==> config.mk <==
export PLATFORM = sky130hd
export DESIGN_NAME = bilinear_src_fetch_flat
export DESIGN_NICKNAME = d
export VERILOG_FILES = /design/src/rtl/bilinear_src_fetch_if.sv /design/src/rtl/bilinear_src_fetch.sv /design/src/flat_wrapper.sv
export SDC_FILE = /design/constraint.sdc
export NUM_CORES = 2
export LEC_CHECK = 0
export ABC_AREA = 0
export BUFFER_PORTS_ARGS = -buffer_cell sky130_fd_sc_hd__buf_2
export CAP_MARGIN = 10
export CORE_AREA = 2 2 295 209
export CTS_BUF_LIST = sky130_fd_sc_hd__clkbuf_4
export CTS_CLUSTER_SIZE = 40
export DETAILED_ROUTE_END_ITERATION = 8
export DIE_AREA = 0 0 297 211
export GPL_TIMING_DRIVEN = 0
export PLACE_DENSITY = 0.6
export SYNTH_ARGS = -nofsm -noshare
export SYNTH_HDL_FRONTEND = slang
export SYNTH_SLANG_ARGS = --single-unit
==> constraint.sdc <==
create_clock -name clk_i -period 13.9 [get_ports clk_i]
set_input_delay 0 -clock clk_i [delete_from_list [all_inputs] [get_ports clk_i]]
set_output_delay 0 -clock clk_i [all_outputs]
set_load 0.03 [all_outputs]
==> src/rtl/bilinear_src_fetch_if.sv <==
// Coordinate, source-memory and neighbourhood-output signals of the bilinear source fetch unit.
// master: the fetch unit itself; slave: the surrounding interpolator, memory and control.
interface bilinear_src_fetch_if #(
  parameter int DATA_WIDTH  = 8,
  parameter int INDEX_WIDTH = 16,
  parameter int ADDR_WIDTH  = 20
);
  logic                   start_i;
  logic                   hold_i;
  logic [INDEX_WIDTH-1:0] src_width_i;
  logic [INDEX_WIDTH-1:0] src_height_i;
  logic [INDEX_WIDTH-1:0] dest_width_i;
  logic [INDEX_WIDTH-1:0] dest_height_i;
  logic [INDEX_WIDTH-1:0] destx_o;
  logic [INDEX_WIDTH-1:0] desty_o;
  logic [INDEX_WIDTH-1:0] srcx_int_i;
  logic [INDEX_WIDTH-1:0] srcy_int_i;
  logic                   rd_en_o;
  logic [ADDR_WIDTH-1:0]  rd_addr00_o;
  logic [ADDR_WIDTH-1:0]  rd_addr01_o;
  logic [ADDR_WIDTH-1:0]  rd_addr10_o;
  logic [ADDR_WIDTH-1:0]  rd_addr11_o;
  logic [DATA_WIDTH-1:0]  rd_data00_i;
  logic [DATA_WIDTH-1:0]  rd_data01_i;
  logic [DATA_WIDTH-1:0]  rd_data10_i;
  logic [DATA_WIDTH-1:0]  rd_data11_i;
  logic                   tvalid_o;
  logic [DATA_WIDTH-1:0]  tdata00_o;
  logic [DATA_WIDTH-1:0]  tdata01_o;
  logic [DATA_WIDTH-1:0]  tdata10_o;
  logic [DATA_WIDTH-1:0]  tdata11_o;
  logic                   busy_o;
  logic                   done_o;

  modport master (
    input  start_i, hold_i, src_width_i, src_height_i, dest_width_i, dest_height_i,
    input  srcx_int_i, srcy_int_i,
    input  rd_data00_i, rd_data01_i, rd_data10_i, rd_data11_i,
    output destx_o, desty_o,
    output rd_en_o, rd_addr00_o, rd_addr01_o, rd_addr10_o, rd_addr11_o,
    output tvalid_o, tdata00_o, tdata01_o, tdata10_o, tdata11_o,
    output busy_o, done_o
  );

  modport slave (
    output start_i, hold_i, src_width_i, src_height_i, dest_width_i, dest_height_i,
    output srcx_int_i, srcy_int_i,
    output rd_data00_i, rd_data01_i, rd_data10_i, rd_data11_i,
    input  destx_o, desty_o,
    input  rd_en_o, rd_addr00_o, rd_addr01_o, rd_addr10_o, rd_addr11_o,
    input  tvalid_o, tdata00_o, tdata01_o, tdata10_o, tdata11_o,
    input  busy_o, done_o
  );
endinterface

==> src/rtl/bilinear_src_fetch.sv <==
// Bilinear scaler feed: raster-issues destination coordinates, fetches the clamped 2x2
// source neighbourhood through four read ports and returns it with an aligned valid strobe.
module bilinear_src_fetch #(
  parameter int DATA_WIDTH  = 8,
  parameter int INDEX_WIDTH = 16,
  parameter int ADDR_WIDTH  = 20,
  parameter int SRC_LAT     = 2,
  parameter int MEM_LAT     = 1
) (
  input logic                  clk_i,
  input logic                  rst_i,
  bilinear_src_fetch_if.master bus
);
  localparam int DEPTH = SRC_LAT + MEM_LAT + 2;
  localparam int PW    = 2 * INDEX_WIDTH + 1;

  localparam logic [1:0] IDLE  = 2'd0;
  localparam logic [1:0] ISSUE = 2'd1;
  localparam logic [1:0] FLUSH = 2'd2;

  logic [1:0]             state;
  logic [INDEX_WIDTH-1:0] src_w;
  logic [INDEX_WIDTH-1:0] src_h;
  logic [INDEX_WIDTH-1:0] dst_w;
  logic [INDEX_WIDTH-1:0] dst_h;
  logic [DEPTH-1:0]       vld;
  logic                   issue;
  logic                   last_x;
  logic                   last_y;
  logic                   src_take;
  logic                   data_take;

  assign issue     = (state == ISSUE) && !bus.hold_i;
  assign last_x    = (bus.destx_o == dst_w - INDEX_WIDTH'(1));
  assign last_y    = (bus.desty_o == dst_h - INDEX_WIDTH'(1));
  assign data_take = vld[DEPTH-2];

  // vld[k] marks an issue made k+1 cycles ago; the interpolator answer for that
  // issue arrives when it sits at stage SRC_LAT-1 (or immediately for zero latency).
  if (SRC_LAT == 0) begin : g_take_now
    assign src_take = issue;
  end else begin : g_take_pipe
    assign src_take = vld[SRC_LAT-1];
  end

  assign bus.rd_en_o  = vld[SRC_LAT];
  assign bus.tvalid_o = vld[DEPTH-1];

  always_ff @(posedge clk_i or posedge rst_i) begin
    if (rst_i) begin
      vld <= '0;
    end else begin
      vld <= {vld[DEPTH-2:0], issue};
    end
  end

  always_ff @(posedge clk_i or posedge rst_i) begin
    if (rst_i) begin
      state       <= IDLE;
      src_w       <= '0;
      src_h       <= '0;
      dst_w       <= '0;
      dst_h       <= '0;
      bus.destx_o <= '0;
      bus.desty_o <= '0;
      bus.busy_o  <= 1'b0;
      bus.done_o  <= 1'b0;
    end else begin
      bus.done_o <= 1'b0;
      case (state)
        IDLE: begin
          if (bus.start_i) begin
            src_w       <= bus.src_width_i;
            src_h       <= bus.src_height_i;
            dst_w       <= bus.dest_width_i;
            dst_h       <= bus.dest_height_i;
            bus.destx_o <= '0;
            bus.desty_o <= '0;
            bus.busy_o  <= 1'b1;
            if (bus.dest_width_i == '0 || bus.dest_height_i == '0) begin
              state <= FLUSH;
            end else begin
              state <= ISSUE;
            end
          end
        end
        ISSUE: begin
          if (!bus.hold_i) begin
            if (last_x) begin
              bus.destx_o <= '0;
              bus.desty_o <= bus.desty_o + INDEX_WIDTH'(1);
              if (last_y) begin
                state <= FLUSH;
              end
            end else begin
              bus.destx_o <= bus.destx_o + INDEX_WIDTH'(1);
            end
          end
        end
        FLUSH: begin
          // Only the lower stages matter: the pipe is empty on the cycle done_o shows.
          if (vld[DEPTH-2:0] == '0) begin
            bus.done_o <= 1'b1;
            bus.busy_o <= 1'b0;
            state      <= IDLE;
          end
        end
        default: state <= IDLE;
      endcase
    end
  end

  logic [INDEX_WIDTH-1:0] x_max;
  logic [INDEX_WIDTH-1:0] y_max;
  logic [INDEX_WIDTH-1:0] x0;
  logic [INDEX_WIDTH-1:0] x1;
  logic [INDEX_WIDTH-1:0] y0;
  logic [INDEX_WIDTH-1:0] y1;

  always_comb begin
    x_max = src_w - INDEX_WIDTH'(1);
    y_max = src_h - INDEX_WIDTH'(1);
    x0    = bus.srcx_int_i;
    x1    = bus.srcx_int_i + INDEX_WIDTH'(1);
    y0    = bus.srcy_int_i;
    y1    = bus.srcy_int_i + INDEX_WIDTH'(1);
    if (bus.srcx_int_i >= x_max) begin
      x0 = x_max;
      x1 = x_max;
    end
    if (bus.srcy_int_i >= y_max) begin
      y0 = y_max;
      y1 = y_max;
    end
  end

  function automatic logic [ADDR_WIDTH-1:0] addr_of(input logic [INDEX_WIDTH-1:0] y,
                                                    input logic [INDEX_WIDTH-1:0] x,
                                                    input logic [INDEX_WIDTH-1:0] w);
    logic [PW-1:0] full;
    full = PW'(y) * PW'(w) + PW'(x);
    return ADDR_WIDTH'(full);
  endfunction

  always_ff @(posedge clk_i or posedge rst_i) begin
    if (rst_i) begin
      bus.rd_addr00_o <= '0;
      bus.rd_addr01_o <= '0;
      bus.rd_addr10_o <= '0;
      bus.rd_addr11_o <= '0;
    end else if (src_take) begin
      bus.rd_addr00_o <= addr_of(y0, x0, src_w);
      bus.rd_addr01_o <= addr_of(y0, x1, src_w);
      bus.rd_addr10_o <= addr_of(y1, x0, src_w);
      bus.rd_addr11_o <= addr_of(y1, x1, src_w);
    end
  end

  always_ff @(posedge clk_i or posedge rst_i) begin
    if (rst_i) begin
      bus.tdata00_o <= '0;
      bus.tdata01_o <= '0;
      bus.tdata10_o <= '0;
      bus.tdata11_o <= '0;
    end else if (data_take) begin
      bus.tdata00_o <= bus.rd_data00_i;
      bus.tdata01_o <= bus.rd_data01_i;
      bus.tdata10_o <= bus.rd_data10_i;
      bus.tdata11_o <= bus.rd_data11_i;
    end
  end
endmodule

==> src/flat_wrapper.sv <==
// flat-port wrapper written by rule: the top's interface ports become plain ports
module bilinear_src_fetch_flat 
#(
  parameter int DATA_WIDTH  = 8,
  parameter int INDEX_WIDTH = 16,
  parameter int ADDR_WIDTH  = 20,
  parameter int SRC_LAT     = 2,
  parameter int MEM_LAT     = 1
)
  (clk_i, rst_i, bus_start_i, bus_hold_i, bus_src_width_i, bus_src_height_i, bus_dest_width_i, bus_dest_height_i, bus_srcx_int_i, bus_srcy_int_i, bus_rd_data00_i, bus_rd_data01_i, bus_rd_data10_i, bus_rd_data11_i, bus_destx_o, bus_desty_o, bus_rd_en_o, bus_rd_addr00_o, bus_rd_addr01_o, bus_rd_addr10_o, bus_rd_addr11_o, bus_tvalid_o, bus_tdata00_o, bus_tdata01_o, bus_tdata10_o, bus_tdata11_o, bus_busy_o, bus_done_o);
  bilinear_src_fetch_if #(.DATA_WIDTH(DATA_WIDTH), .INDEX_WIDTH(INDEX_WIDTH), .ADDR_WIDTH(ADDR_WIDTH)) bus_i ();
  input logic clk_i;
  input logic rst_i;
  input wire logic [$bits(bus_i.start_i)-1:0] bus_start_i;
  input wire logic [$bits(bus_i.hold_i)-1:0] bus_hold_i;
  input wire logic [$bits(bus_i.src_width_i)-1:0] bus_src_width_i;
  input wire logic [$bits(bus_i.src_height_i)-1:0] bus_src_height_i;
  input wire logic [$bits(bus_i.dest_width_i)-1:0] bus_dest_width_i;
  input wire logic [$bits(bus_i.dest_height_i)-1:0] bus_dest_height_i;
  input wire logic [$bits(bus_i.srcx_int_i)-1:0] bus_srcx_int_i;
  input wire logic [$bits(bus_i.srcy_int_i)-1:0] bus_srcy_int_i;
  input wire logic [$bits(bus_i.rd_data00_i)-1:0] bus_rd_data00_i;
  input wire logic [$bits(bus_i.rd_data01_i)-1:0] bus_rd_data01_i;
  input wire logic [$bits(bus_i.rd_data10_i)-1:0] bus_rd_data10_i;
  input wire logic [$bits(bus_i.rd_data11_i)-1:0] bus_rd_data11_i;
  output wire logic [$bits(bus_i.destx_o)-1:0] bus_destx_o;
  output wire logic [$bits(bus_i.desty_o)-1:0] bus_desty_o;
  output wire logic [$bits(bus_i.rd_en_o)-1:0] bus_rd_en_o;
  output wire logic [$bits(bus_i.rd_addr00_o)-1:0] bus_rd_addr00_o;
  output wire logic [$bits(bus_i.rd_addr01_o)-1:0] bus_rd_addr01_o;
  output wire logic [$bits(bus_i.rd_addr10_o)-1:0] bus_rd_addr10_o;
  output wire logic [$bits(bus_i.rd_addr11_o)-1:0] bus_rd_addr11_o;
  output wire logic [$bits(bus_i.tvalid_o)-1:0] bus_tvalid_o;
  output wire logic [$bits(bus_i.tdata00_o)-1:0] bus_tdata00_o;
  output wire logic [$bits(bus_i.tdata01_o)-1:0] bus_tdata01_o;
  output wire logic [$bits(bus_i.tdata10_o)-1:0] bus_tdata10_o;
  output wire logic [$bits(bus_i.tdata11_o)-1:0] bus_tdata11_o;
  output wire logic [$bits(bus_i.busy_o)-1:0] bus_busy_o;
  output wire logic [$bits(bus_i.done_o)-1:0] bus_done_o;
  assign bus_i.start_i = bus_start_i;
  assign bus_i.hold_i = bus_hold_i;
  assign bus_i.src_width_i = bus_src_width_i;
  assign bus_i.src_height_i = bus_src_height_i;
  assign bus_i.dest_width_i = bus_dest_width_i;
  assign bus_i.dest_height_i = bus_dest_height_i;
  assign bus_i.srcx_int_i = bus_srcx_int_i;
  assign bus_i.srcy_int_i = bus_srcy_int_i;
  assign bus_i.rd_data00_i = bus_rd_data00_i;
  assign bus_i.rd_data01_i = bus_rd_data01_i;
  assign bus_i.rd_data10_i = bus_rd_data10_i;
  assign bus_i.rd_data11_i = bus_rd_data11_i;
  assign bus_destx_o = bus_i.destx_o;
  assign bus_desty_o = bus_i.desty_o;
  assign bus_rd_en_o = bus_i.rd_en_o;
  assign bus_rd_addr00_o = bus_i.rd_addr00_o;
  assign bus_rd_addr01_o = bus_i.rd_addr01_o;
  assign bus_rd_addr10_o = bus_i.rd_addr10_o;
  assign bus_rd_addr11_o = bus_i.rd_addr11_o;
  assign bus_tvalid_o = bus_i.tvalid_o;
  assign bus_tdata00_o = bus_i.tdata00_o;
  assign bus_tdata01_o = bus_i.tdata01_o;
  assign bus_tdata10_o = bus_i.tdata10_o;
  assign bus_tdata11_o = bus_i.tdata11_o;
  assign bus_busy_o = bus_i.busy_o;
  assign bus_done_o = bus_i.done_o;
  bilinear_src_fetch #(.DATA_WIDTH(DATA_WIDTH), .INDEX_WIDTH(INDEX_WIDTH), .ADDR_WIDTH(ADDR_WIDTH), .SRC_LAT(SRC_LAT), .MEM_LAT(MEM_LAT)) u_core (.clk_i(clk_i), .rst_i(rst_i), .bus(bus_i));
endmodule
==> reports/results.ini <==
[global_route]
grt_first_pass_wirelength_um = 139000
antenna_found_initial = 5
grt_pass1_vias = 24100
track_usage = 0.286
grt_max_degree = 125
gr-total-overflow = 0

[finish]
layout_common_cells = inv_1, nand2_1, buf_2, fa_1, ha_1
regArea_mm2 = 0.00543
fin_area_mm2 = 0.0318
layout_commonest_cell = inv_1
drive_gt1_frac = 0.153
synthToLayoutAreaGrowth_pct = 19.2
nFillCells = 5532
nets = 4146
multi_input_area_mm2 = 0.0192

[worst_setup_path]
r2r-start = u_core.src_h[0]
cp_slowest_cell = a21oi_1
cp_max_fo = 10
cp-startpoint = u_core.src_h[0]
worst-setup-path-type = flip-flop to flip-flop
critical_path_required_ps = 14590
startpoint_type = flip-flop
ff2ff_path_depth = 44
critPathCaptureType = flip-flop
critPathArrivalTime_ps = 13690
crit_path_max_incr_delay_ps = 670

[sta]
skew_ps = 99.9
rsz0062_at_grt = no
period_share = 0.936
fin_crit_ps = 13010
max_freq_mhz = 76.9
setup_viol = 0
max-slew-margin-rel = 0.147
slew_viol_final = 0
setup_tns_ps = 0
hold_viol_final = 0
worstMarginPinSlew_ps = 1280

[cts]
clock_path_buffers = 3
root_buffer = clkbuf_4
h-tree-depth = 2
cts_tree = built
clkLatencyLatePin_ps = 860
numCtsBuffers = 57
clock-sinks = 217
clk_pin_slew_worst_paths_ps = 60

[yosys]
synth_edf_count = 0
async_flop_share = 1.00
syn_area_per_cell_um2 = 8.93
syn-instance-count = 2990
ys_ff_latch = 217
ys_warn_count = 0
synth_area_mm2 = 0.0267
synth_flop_cell = dfrtp_1
synth_fp_nets = 3606
ys_types = 77
synth_seq_area_share = 0.203

[drt]
drc = 0
ant_nets = 0
drt_iter0_markers = 1938
dr_total_vias = 23500
wl_per_cell_um = 20.5
vias_per_cell = 5.37
first_pass_iters = 5
routed_wl_um = 89500

[worst_hold_path]
hp-class = input pin to flip-flop
hold_path.startpoint = bus_srcx_int_i[10]
worstHoldPathCells = 6

[status]
status = finished, final reports clean

[place]
placed_area_mm2 = 0.0292
port_buffers = 279
place_congestion = 0.951
dp_hpwl_um = 70600

[flow_run]
maxCapViolCount = 0

[die]
initial_utilization = 0.447
fp-row-count = 75
dieArea_mm2 = 0.0627
die_h_um = 211
design.core.area_mm2 = 0.0597
die_x_um = 297
ioPinCount = 280

[power_and_ir_drop]
p_per_area_mw_per_mm2 = 78.9
vdd_ir_drop_max_mv = 0.0887
power_leakage_nw = 15.3
p_total_mw = 2.51

## synthesized netlist by cell type (all sizes together), types with 7 or more instances
| library cell | count | share of area |
|---|---|---|
| nand3b | 12 | 0.0034 |
| o211a | 9 | 0.0034 |
| xnor2 | 163 | 0.053 |
| buf | 9 | 0.0014 |
| mux2i | 24 | 0.0090 |
| a2111oi | 8 | 0.0026 |
| o21a | 17 | 0.0048 |
| a21boi | 11 | 0.0031 |
| xor2 | 76 | 0.025 |
| ha | 218 | 0.10 |
| nor4 | 19 | 0.0047 |
| and3 | 26 | 0.0061 |
| or3 | 15 | 0.0037 |
| o31ai | 8 | 0.0022 |
| and2 | 178 | 0.042 |
| a21oi | 119 | 0.022 |
| or2 | 10 | 0.0023 |
| a21o | 36 | 0.010 |
| clkbuf | 118 | 0.017 |
| nor2 | 168 | 0.024 |
| nand4 | 23 | 0.0054 |
| nor3 | 35 | 0.0067 |
| inv | 416 | 0.058 |
| or4 | 8 | 0.0024 |
| a211oi | 14 | 0.0039 |
| nand3 | 70 | 0.013 |
| nor2b | 20 | 0.0047 |
| o21ai | 90 | 0.017 |
| o21bai | 8 | 0.0022 |
| a31oi | 12 | 0.0028 |
| fa | 266 | 0.20 |
| nand2b | 19 | 0.0045 |
| dfrtp | 217 | 0.20 |
| mux2 | 140 | 0.059 |
| a311o | 7 | 0.0026 |
| nand2 | 329 | 0.046 |
## final cells by class
type	instances	area share
inverter	417	0.0494
clock inverter	13	0.00236
clock buffer	77	0.0182
timing repair buffer	481	0.108
sequential	217	0.171
antenna	4	0.000315
buffer	127	0.0151
tap	808	0.0318
multi-input combinational	2229	0.604
## cells by family (layout without fill, tap and decap cells)
family,after synthesis,in the layout,share of synthesized area
multiplexers,164,164,0.0680
AND/OR/NAND/NOR,957,957,0.177
AO/OA/AOI/OAI,380,380,0.0906
XOR/XNOR,244,244,0.0827
adder cells (fa/ha/maj),484,484,0.302
other,0,4,0
buffers and inverters,544,1115,0.0766
flip-flops,217,217,0.203
## repair_timing
action,CTS,global route
buffers inserted,0,0
gates resized for setup,0,2
hold buffers,199,0
hold endpoints to repair,324,0
endpoints found under the setup margin,0,2
## metal layers
layer,vias up,global-route usage,share of wire
li1,10800,-,-
met1,11500,0.417,0.46
met2,939,0.430,0.42
met3,151,0.0558,0.086
met4,2,0.0805,0.026
met5,-,0,0.00015
## registers in the layout, indices dropped and copies added, names as in the netlist
| signal | cells |
|---|---|
| u_core.bus.tdata10_o | 8 |
| u_core.state | 2 |
| u_core.dst_h | 16 |
| u_core.bus.tdata01_o | 8 |
| u_core.bus.busy_o | 1 |
| u_core.src_w | 16 |
| u_core.bus.rd_addr00_o | 20 |
| u_core.bus.desty_o | 16 |
| u_core.bus.tdata11_o | 8 |
| u_core.dst_w | 16 |
| u_core.bus.rd_addr10_o | 20 |
| u_core.bus.destx_o | 16 |
| u_core.bus.rd_addr01_o | 20 |
| u_core.bus.done_o | 1 |
| u_core.bus.rd_addr11_o | 20 |
| u_core.vld | 5 |
| u_core.src_h | 16 |
| u_core.bus.tdata00_o | 8 |
## per-stage QoR
step | util | setup WS, ps | instances | hold WS, ps
6_report | 0.533 | 895 | 4373 | 81.8
5_1_grt | 0.533 | 58.5 | 4371 | 82.1
4_1_cts | 0.533 | 878 | 4368 | 0.186
3_5_place_dp | 0.488 | 951 | 4079 | 131
3_3_place_gp | 0.488 | 1180 | 4077 | 210
2_1_floorplan | - | 3500 | 2990 | 97.4
## path summary, 6_finish.rpt
kind	to	slack [ps]
setup / recovery	u_core.bus.rd_addr01_o[19]	890
hold / removal	u_core.bus.rd_addr10_o[11]	80
setup reg to reg	u_core.bus.rd_addr01_o[19]	890
hold reg to reg	u_core.vld[4]	370
max in group asynchronous	u_core.bus.tdata01_o[4]	12410
min in group asynchronous	u_core.bus.tdata00_o[7]	410
## critical path: cells and delay by family, from the launching register on
| family | cells | cell delay [ps] |
|---|---|---|
| AND/OR/NAND/NOR | 13 | 2510 |
| flip-flops | 1 | 420 |
| AO/OA/AOI/OAI | 8 | 2790 |
| multiplexers | 1 | 260 |
| buffers and inverters | 9 | 2470 |
| XOR/XNOR | 3 | 730 |
| adder cells (fa/ha/maj) | 10 | 3630 |
## where the power goes
group / switching, mW / internal (mW) / total [mW] / leakage [nW]
Combinational: 0.730 / 0.429 / 1.16 / 12.2
Clock: 0.287 / 0.255 / 0.543 / 0.393
Sequential: 0.0719 / 0.736 / 0.808 / 2.72
Total: 1.09 / 1.42 / 2.51 / 15.3
Note: power is estimated with default switching activity, not from simulation.
